[config.mk]
export PLATFORM = sky130hd
export DESIGN_NAME = shiftin_reader40
export DESIGN_NICKNAME = d
export VERILOG_FILES = /design/src/rtl/shiftin_reader40.sv
export SDC_FILE = /design/constraint.sdc
export NUM_CORES = 1
export LEC_CHECK = 0
export CORE_ASPECT_RATIO = 1.2
export CORE_MARGIN = 2
export CORE_UTILIZATION = 53
export CTS_BUF_LIST = sky130_fd_sc_hd__clkbuf_4
export DETAILED_ROUTE_END_ITERATION = 16
export PLACE_DENSITY = 0.79
export REMOVE_ABC_BUFFERS = 1
export SYNTH_ARGS = -nofsm -noshare
export SYNTH_HDL_FRONTEND = slang
export SYNTH_SLANG_ARGS = --single-unit
[constraint.sdc]
create_clock -name sys_clk -period 1.9 [get_ports sys_clk]
set_input_delay 0.38 -clock sys_clk [delete_from_list [all_inputs] [get_ports sys_clk]]
set_output_delay 0.38 -clock sys_clk [all_outputs]
set_load 0.005 [all_outputs]
[src/rtl/shiftin_reader40.sv]
`default_nettype none
// ============================================================================
// Module      : shiftin_reader40
// Description : Continuous scanner for a daisy-chained parallel-in/serial-out
//               register chain (74HC165 style). Each frame parallel-loads the
//               chain, clocks out WIDTH bits, and publishes the assembled
//               snapshot with one-cycle valid and change strobes.
// Ports       : sys_clk      - system clock, all logic on rising edge
//               rst          - synchronous active-high reset
//               sdata        - serial return from the chain (asynchronous)
//               load_n       - parallel-load strobe to the chain, active low
//               shift_pulse  - shift clock to the chain (rising edge shifts)
//               data_out     - last complete snapshot, bit 0 sampled first
//               frame_valid  - one-cycle pulse when data_out updates
//               data_changed - one-cycle pulse with frame_valid when the new
//                              snapshot differs from the previous one
// Revision    : 1.0 - initial release
// ============================================================================
module shiftin_reader40 #(
    parameter int WIDTH = 40,
    parameter int DIV   = 20
) (
    input  logic             sys_clk,
    input  logic             rst,
    input  logic             sdata,
    output logic             load_n,
    output logic             shift_pulse,
    output logic [WIDTH-1:0] data_out,
    output logic             frame_valid,
    output logic             data_changed
);

    localparam int c_idx_w = (WIDTH > 1) ? $clog2(WIDTH) : 1;
    localparam int c_cnt_w = $clog2(DIV + 1);
    localparam logic [c_idx_w-1:0] c_last_idx = c_idx_w'(WIDTH - 1);
    localparam logic [c_cnt_w-1:0] c_div      = c_cnt_w'(DIV);

    typedef enum logic [2:0] {
        S_LOAD    = 3'd0,
        S_REL     = 3'd1,
        S_SAMPLE  = 3'd2,
        S_SHIFT   = 3'd3,
        S_PUBLISH = 3'd4
    } state_t;

    state_t               state_q,        state_d;
    logic [c_cnt_w-1:0]   cnt_q,          cnt_d;
    logic [c_idx_w-1:0]   idx_q,          idx_d;
    logic                 sync1_q,        sync1_d;
    logic                 sync2_q,        sync2_d;
    logic                 load_n_q,       load_n_d;
    logic                 shift_q,        shift_d;
    logic [WIDTH-1:0]     shadow_q,       shadow_d;
    logic [WIDTH-1:0]     data_q,         data_d;
    logic                 frame_valid_q,  frame_valid_d;
    logic                 changed_q,      changed_d;
    logic                 w_tick;

    always_comb begin
        state_d       = state_q;
        idx_d         = idx_q;
        load_n_d      = load_n_q;
        shift_d       = shift_q;
        shadow_d      = shadow_q;
        data_d        = data_q;
        frame_valid_d = 1'b0;
        changed_d     = 1'b0;

        // Two-flop synchronizer; only sync2_q is ever used downstream.
        sync1_d = sdata;
        sync2_d = sync1_q;

        w_tick = (cnt_q == c_div);
        cnt_d  = w_tick ? '0 : cnt_q + c_cnt_w'(1);

        if (w_tick) begin
            unique case (state_q)
                S_LOAD: begin
                    load_n_d = 1'b0;
                    shift_d  = 1'b0;
                    state_d  = S_REL;
                end
                S_REL: begin
                    load_n_d = 1'b1;
                    state_d  = S_SAMPLE;
                end
                S_SAMPLE: begin
                    shadow_d[idx_q] = sync2_q;
                    shift_d         = 1'b0;
                    state_d         = S_SHIFT;
                end
                S_SHIFT: begin
                    // The last pulse of a frame is harmless: the next load
                    // overwrites the whole chain.
                    shift_d = 1'b1;
                    if (idx_q == c_last_idx) begin
                        state_d = S_PUBLISH;
                    end else begin
                        idx_d   = idx_q + c_idx_w'(1);
                        state_d = S_SAMPLE;
                    end
                end
                S_PUBLISH: begin
                    shift_d       = 1'b0;
                    data_d        = shadow_q;
                    frame_valid_d = 1'b1;
                    changed_d     = (shadow_q != data_q);
                    idx_d         = '0;
                    state_d       = S_LOAD;
                end
                default: begin
                    state_d = S_LOAD;
                end
            endcase
        end
    end

    always_ff @(posedge sys_clk) begin
        if (rst) begin
            state_q       <= S_LOAD;
            cnt_q         <= '0;
            idx_q         <= '0;
            sync1_q       <= 1'b1;
            sync2_q       <= 1'b1;
            load_n_q      <= 1'b1;
            shift_q       <= 1'b0;
            shadow_q      <= '1;
            data_q        <= '1;
            frame_valid_q <= 1'b0;
            changed_q     <= 1'b0;
        end else begin
            state_q       <= state_d;
            cnt_q         <= cnt_d;
            idx_q         <= idx_d;
            sync1_q       <= sync1_d;
            sync2_q       <= sync2_d;
            load_n_q      <= load_n_d;
            shift_q       <= shift_d;
            shadow_q      <= shadow_d;
            data_q        <= data_d;
            frame_valid_q <= frame_valid_d;
            changed_q     <= changed_d;
        end
    end

    assign load_n       = load_n_q;
    assign shift_pulse  = shift_q;
    assign data_out     = data_q;
    assign frame_valid  = frame_valid_q;
    assign data_changed = changed_q;

endmodule
`default_nettype wire
==> metrics.txt, run 1 <==
outcome completed; minimum clock period 1840 ps; Hold Crit Class in2reg; asr flop ratio synth 0%; vias in the first global route 3667; setup TNS 0 ps; total grt overflow 0; initial antenna violation count 0; synth-to-layout area growth 21.7%; pre-CTS WS -106 ps; synth unique cells 47; # rows 36; clk sinks 100; Iteration-0 DRC Markers 260; CP Class reg2reg; share of cells above drive strength 1 14.3%; Slew Limit Fails 0; Ys Warns 0; placed cell areas 5260 um2; first-pass GRT wire length 17.4 mm; number of diodes 0; final net count 583; final wirelength 10.7 mm; sequential-to-total area share from yosys stat 45.1%; Setup violations, final 0; Max-Cap Viols 0; routed length per instance 15.8 um; H-tree levels 3; final non-filler cell total 677; Final Hold Vio Count 0; unrepaired setup endpoints after global routing yes; largest net degree at the start of global routing 32; worst-path fanout max 8; Port Buf Inserts 46; die area 9120 um2; critical path capture point type flip-flop; gpl congestion 0.865; Via-to-Cell Ratio 5.84; Worst Tran Pin Value 447 ps; synthesized area per cell 8.65 um2; Post-synth EDFFs 0; # IOs 47; crit path DAT 2250 ps; fill cell count 665; Max VDD drop 0.505 mV; Die Y 104 um; final instance area 5400 um2; Final Cycle Share 97.1%; pwr/cell area 608 nW/um2; Core Area 8110 um2; DRT antenna net count 0; Gate Count Post-Synth 513; clk_skew 19.8 ps; hpwl dp 7.88 mm; Placed Instances 661; final core utilization 66.6%; Req. time, crit path 2300 ps; TritonCTS clock tree built; Vias 3952; residual DRC count 0; crit start category flip-flop; die span in x 87.5 um; Clock Path Buffers 2; root buf cell clkbuf_4; area of the mapped netlist 4440 um2; initial core utilization 54.7%; DRT Pass-1 Iters 6; CTS clock-pin slew for the worst setup and hold paths 150 ps; prevailing post-synth register cell dfxtp_1; CTS buffer count 9; Yosys reg bits 100; Clock Latency Late Sink 460 ps; post-route setup slack 55.2 ps; Total GRT Usage 23.9%; fmax 542 MHz; max_slew headroom 69.9%; Leakage Power 2.18 nW
==> report_power, final <==
group,internal (mW),switching [mW]
clock,0.290,0.681
combinational,0.0779,0.114
sequential,2.11,0.00709
==> logic make-up after synthesis <==
kind of cell,Yosys count,synth area share (%)
and+or+nand+nor,253,28.6
xor gates and xnor gates,42,8.29
AOI/OAI and AO/OA,56,10.4
muxes,11,2.51
DFF,100,45.1
adders and majority gates,3,0.846
buffers and inverters,48,4.23
==> worst paths after layout <==
path	startpoint	end	depth (start not counted)	slack, ps
worst max-delay path	cnt_q[1]$_SDFF_PP0_	shadow_q[0]$_SDFFE_PP1P_	7	60
worst min-delay path	rst	shadow_q[33]$_SDFFE_PP1P_	3	400
worst max register to register	cnt_q[1]$_SDFF_PP0_	shadow_q[0]$_SDFFE_PP1P_	7	60
worst min register to register	sync1_q$_SDFF_PP1_	sync2_q$_SDFF_PP1_	1	450
==> what timing repair did <==
item / CTS / global route
resized for setup: 9 / 3
endpoints found under the setup margin: 31 / 29
pin swaps: 5 / 0
hold buffers: 0 / 0
setup buffers: 1 / 0
==> critical path, cell delays in order (launching register included) <==
cell      delay, ps
dfxtp_2         350
inv_2            60
ha_4            130
nand4b_1        100
or4b_4          590
nor4_4          220
buf_4           190
a221o_1         150
==> placed cells by master, fill, tap and decap left out, types with 3 or more instances in the layout <==
master	netlist	routed
xor2_1	41	41
nand4_1	3	3
nor2_1	17	16
nand2_1	97	97
mux2i_1	10	10
buf_4	0	46
buf_12	0	3
a21oi_1	9	9
nor3_1	10	10
clkbuf_4	0	11
and3b_1	3	3
a221o_1	31	31
nor4_1	11	11
nor3b_1	5	5
nand3_1	82	82
dfxtp_1	100	98
clkdlybuf4s50_1	0	45
o21ai_0	7	6
==> synthesized netlist by cell type, drive strengths merged, types with 7 or more instances <==
library cell / instances / area (um2)
nand2: 97 / 364
o21ai: 7 / 35.0
dfxtp: 100 / 2000
nor4: 12 / 90.1
buf: 7 / 32.5
nor2: 17 / 63.8
xor2: 41 / 359
a221o: 31 / 310
nand3: 82 / 410
clkbuf: 36 / 136
nor3: 11 / 60.1
a21oi: 9 / 45.0
mux2i: 10 / 100
==> registers in the layout (all words and copies together) (netlist names) <==
signal and flops:
data_out 40, shift_pulse 1, data_changed 1, load_n 1, frame_valid 1, cnt_q 5, state_q 3, sync1_q 1
shadow_q 40, idx_q 6, sync2_q 1
==> area by class of cell <==
type | instances | area [um2] | area share [%]
multi-input cells | 365 | 2270 | 42.1
flip-flops and latches | 100 | 2000 | 37.1
repair buffers | 96 | 872 | 16.2
well taps | 95 | 119 | 2.20
clock buffers | 11 | 82.6 | 1.53
clock inverters | 5 | 28.8 | 0.533
inverters | 5 | 18.8 | 0.348
==> through the flow <==
stage               hold WS (ps)  total power, mW
finish                       404             3.28
global route                 458             3.41
global placement             396             2.34
CTS                          378             3.30
detailed placement           404             2.35
floorplan                    389             2.24
==> metal layers <==
layer | track usage [%] | vias up | share of wire [%]
met1 | 29.2 | 1885 | 42
met3 | 5.00 | 29 | 4.1
met5 | 0 | - | 0
met2 | 39.3 | 98 | 50
li1 | - | 1940 | -
met4 | 11.8 | 0 | 3.5
No activity file was read; power rests on OpenSTA's default activity.
==> inputs of run 2 (changes only) <==
CELL_PAD_IN_SITES_DETAIL_PLACEMENT = 0   (was default)
CELL_PAD_IN_SITES_GLOBAL_PLACEMENT = 1   (was default)
CORE_UTILIZATION = 40   (was 53)
==> run 2 against run 1 <==
  * First-iteration DRC count down 1.5%
  * Global-route usage down 4.7 points
  * Largest power group unchanged
  * Critical endpoint is now shadow_q[10]$_SDFFE_PP1P_
  * Clock power up 4%
  * Final cell count up 5.8%
  * Via count about the same
  * Fmax down 1.5%
  * Non-clock buffer count up 2
  * Power up 1.5%
  * Sequential cell count unchanged
  * Routed wire length up 5.0%
  * Clock skew up 7.1 ps
  * Worst hold slack worse by 110 ps
==> metrics.txt, run 2 (synthesized netlist as in run 1, its figures left out) <==
CTS Hold Bufs 0; final wirelength 11.3 mm; hpwl dp 7.77 mm; fill cell count 1046; Slew Limit Fails 0; Hold Crit Class in2reg; number of cells on the worst hold path 2; total grt overflow 0; Total GRT Usage 19.3%; Buf/Inv on CP 2; DRT antenna net count 0; residual DRC count 0; pwr/cell area 608 nW/um2; Critical-path top delay cell or4b_4; largest net degree at the start of global routing 42; fmax 534 MHz; setup TNS 0 ps; cell family with most CP delay simple AND/OR/NAND/NOR gates; pre-CTS WS -84.4 ps; CP Class reg2reg; TritonCTS clock tree built; CTS clock-pin slew for the worst setup and hold paths 150 ps; Req. time, crit path 2310 ps; Clock Latency Late Sink 460 ps; die area 12000 um2; synth-to-layout area growth 23.5%; first-pass GRT wire length 18.3 mm; vias in the first global route 3649; clk sinks 100; minimum clock period 1870 ps; crit start category flip-flop; Final Cycle Share 98.6%; Max-Cap Viols 0; final non-filler cell total 716; Worst Tran Pin Value 448 ps; # rows 42; Vias 3951; Port Buf Inserts 46; RR Endpoint shadow_q[10]$_SDFFE_PP1P_; CTS buffer count 9; Worst Hold Path EP idx_q[1]$_SDFFE_PP0P_; routed length per instance 15.7 um; outcome completed; Leakage Power 2.20 nW; number of diodes 0; initial antenna violation count 0; critical path capture point type flip-flop; unrepaired setup endpoints after global routing yes; Core Area 10900 um2; Hold Path Origin rst; root buf cell clkbuf_4; Via-to-Cell Ratio 5.52; final net count 585; reg2reg setup slack 30 ps; share of cells above drive strength 1 14.7%; Reg2Reg Depth 7; crit path DAT 2280 ps; worst hold slack 289 ps; Setup violations, final 0; Die Y 119 um; gpl congestion 0.821; Iteration-0 DRC Markers 256; Max VDD drop 0.403 mV; initial core utilization 40.6%; max_slew headroom 69.9%; Final Hold Vio Count 0; most common cell after layout, fill and taps aside dfxtp_1; post-route setup slack 26.9 ps; Worst R2R Start cnt_q[1]$_SDFF_PP0_; Clock Path Buffers 2; CP cell instances inv_2, ha_4, nand4b_1, or4b_4, nor4b_4, buf_6, a221o_1; DRT Pass-1 Iters 4; worst-path fanout max 8; # IOs 47; commonest non-fill, non-tap cells in the layout 98 x dfxtp_1, 97 x nand2_1, 82 x nand3_1, 46 x buf_4, 45 x clkdlybuf4s50_1; crit-path max cell delay 610 ps; H-tree levels 3; Placed Instances 699; clk_skew 26.9 ps; die span in x 100 um
-- run 2: report_power, final --
| group | switching [mW] | internal, mW |
|---|---|---|
| registers | 0.00763 | 2.11 |
| logic | 0.120 | 0.0768 |
| clock network | 0.702 | 0.313 |
-- run 2: timing repair --
item,in CTS,in global routing
resized for setup,10,1
gates cloned,0,0
hold endpoints to repair,0,0
buffers inserted,2,0
pin swaps,13,16
endpoints found under the setup margin,31,31
-- run 2: worst max path at each step --
stage,endpoint,cells past startpoint,startpoint,slack (ps)
6_report,shadow_q[10]$_SDFFE_PP1P_,7,cnt_q[1]$_SDFF_PP0_,30
5_1_grt,shadow_q[25]$_SDFFE_PP1P_,7,cnt_q[1]$_SDFF_PP0_,-90
4_1_cts,shadow_q[10]$_SDFFE_PP1P_,8,cnt_q[1]$_SDFF_PP0_,-9
3_5_place_dp,shadow_q[10]$_SDFFE_PP1P_,8,cnt_q[0]$_SDFF_PP0_,-80
3_3_place_gp,shadow_q[13]$_SDFFE_PP1P_,8,cnt_q[0]$_SDFF_PP0_,-60
2_1_floorplan,data_out[0]$_SDFFE_PP1P_,6,cnt_q[0]$_SDFF_PP0_,-790
-- run 2: final cells by class --
type / instances / area, um2 / share of cell area (%)
flip-flops and latches: 100 / 2000 / 36.6
well taps: 132 / 165 / 3.01
inverters: 5 / 18.8 / 0.342
multi-input cells: 365 / 2270 / 41.5
repair buffers: 98 / 903 / 16.5
clock inverters: 4 / 26.3 / 0.479
clock buffers: 12 / 90.1 / 1.64
-- run 2: per-stage QoR --
stage	power [mW]	utilization, %	area, um2
detailed placement	2.34	48.7	5330
floorplan	2.24	-	4270
CTS	3.35	50.2	5490
global placement	2.34	48.7	5330
finish	3.33	50.1	5480
global route	3.46	50.1	5480
-- run 2: metal layers --
| metal | vias to the layer above | track usage [%] | routed length (um) |
|---|---|---|---|
| li1 | 1939 | - | - |
| met1 | 1928 | 25.0 | 5010 |
| met2 | 70 | 32.1 | 5720 |
| met3 | 14 | 3.81 | 309 |
| met4 | 0 | 6.08 | 218 |
| met5 | - | 0 | 0 |
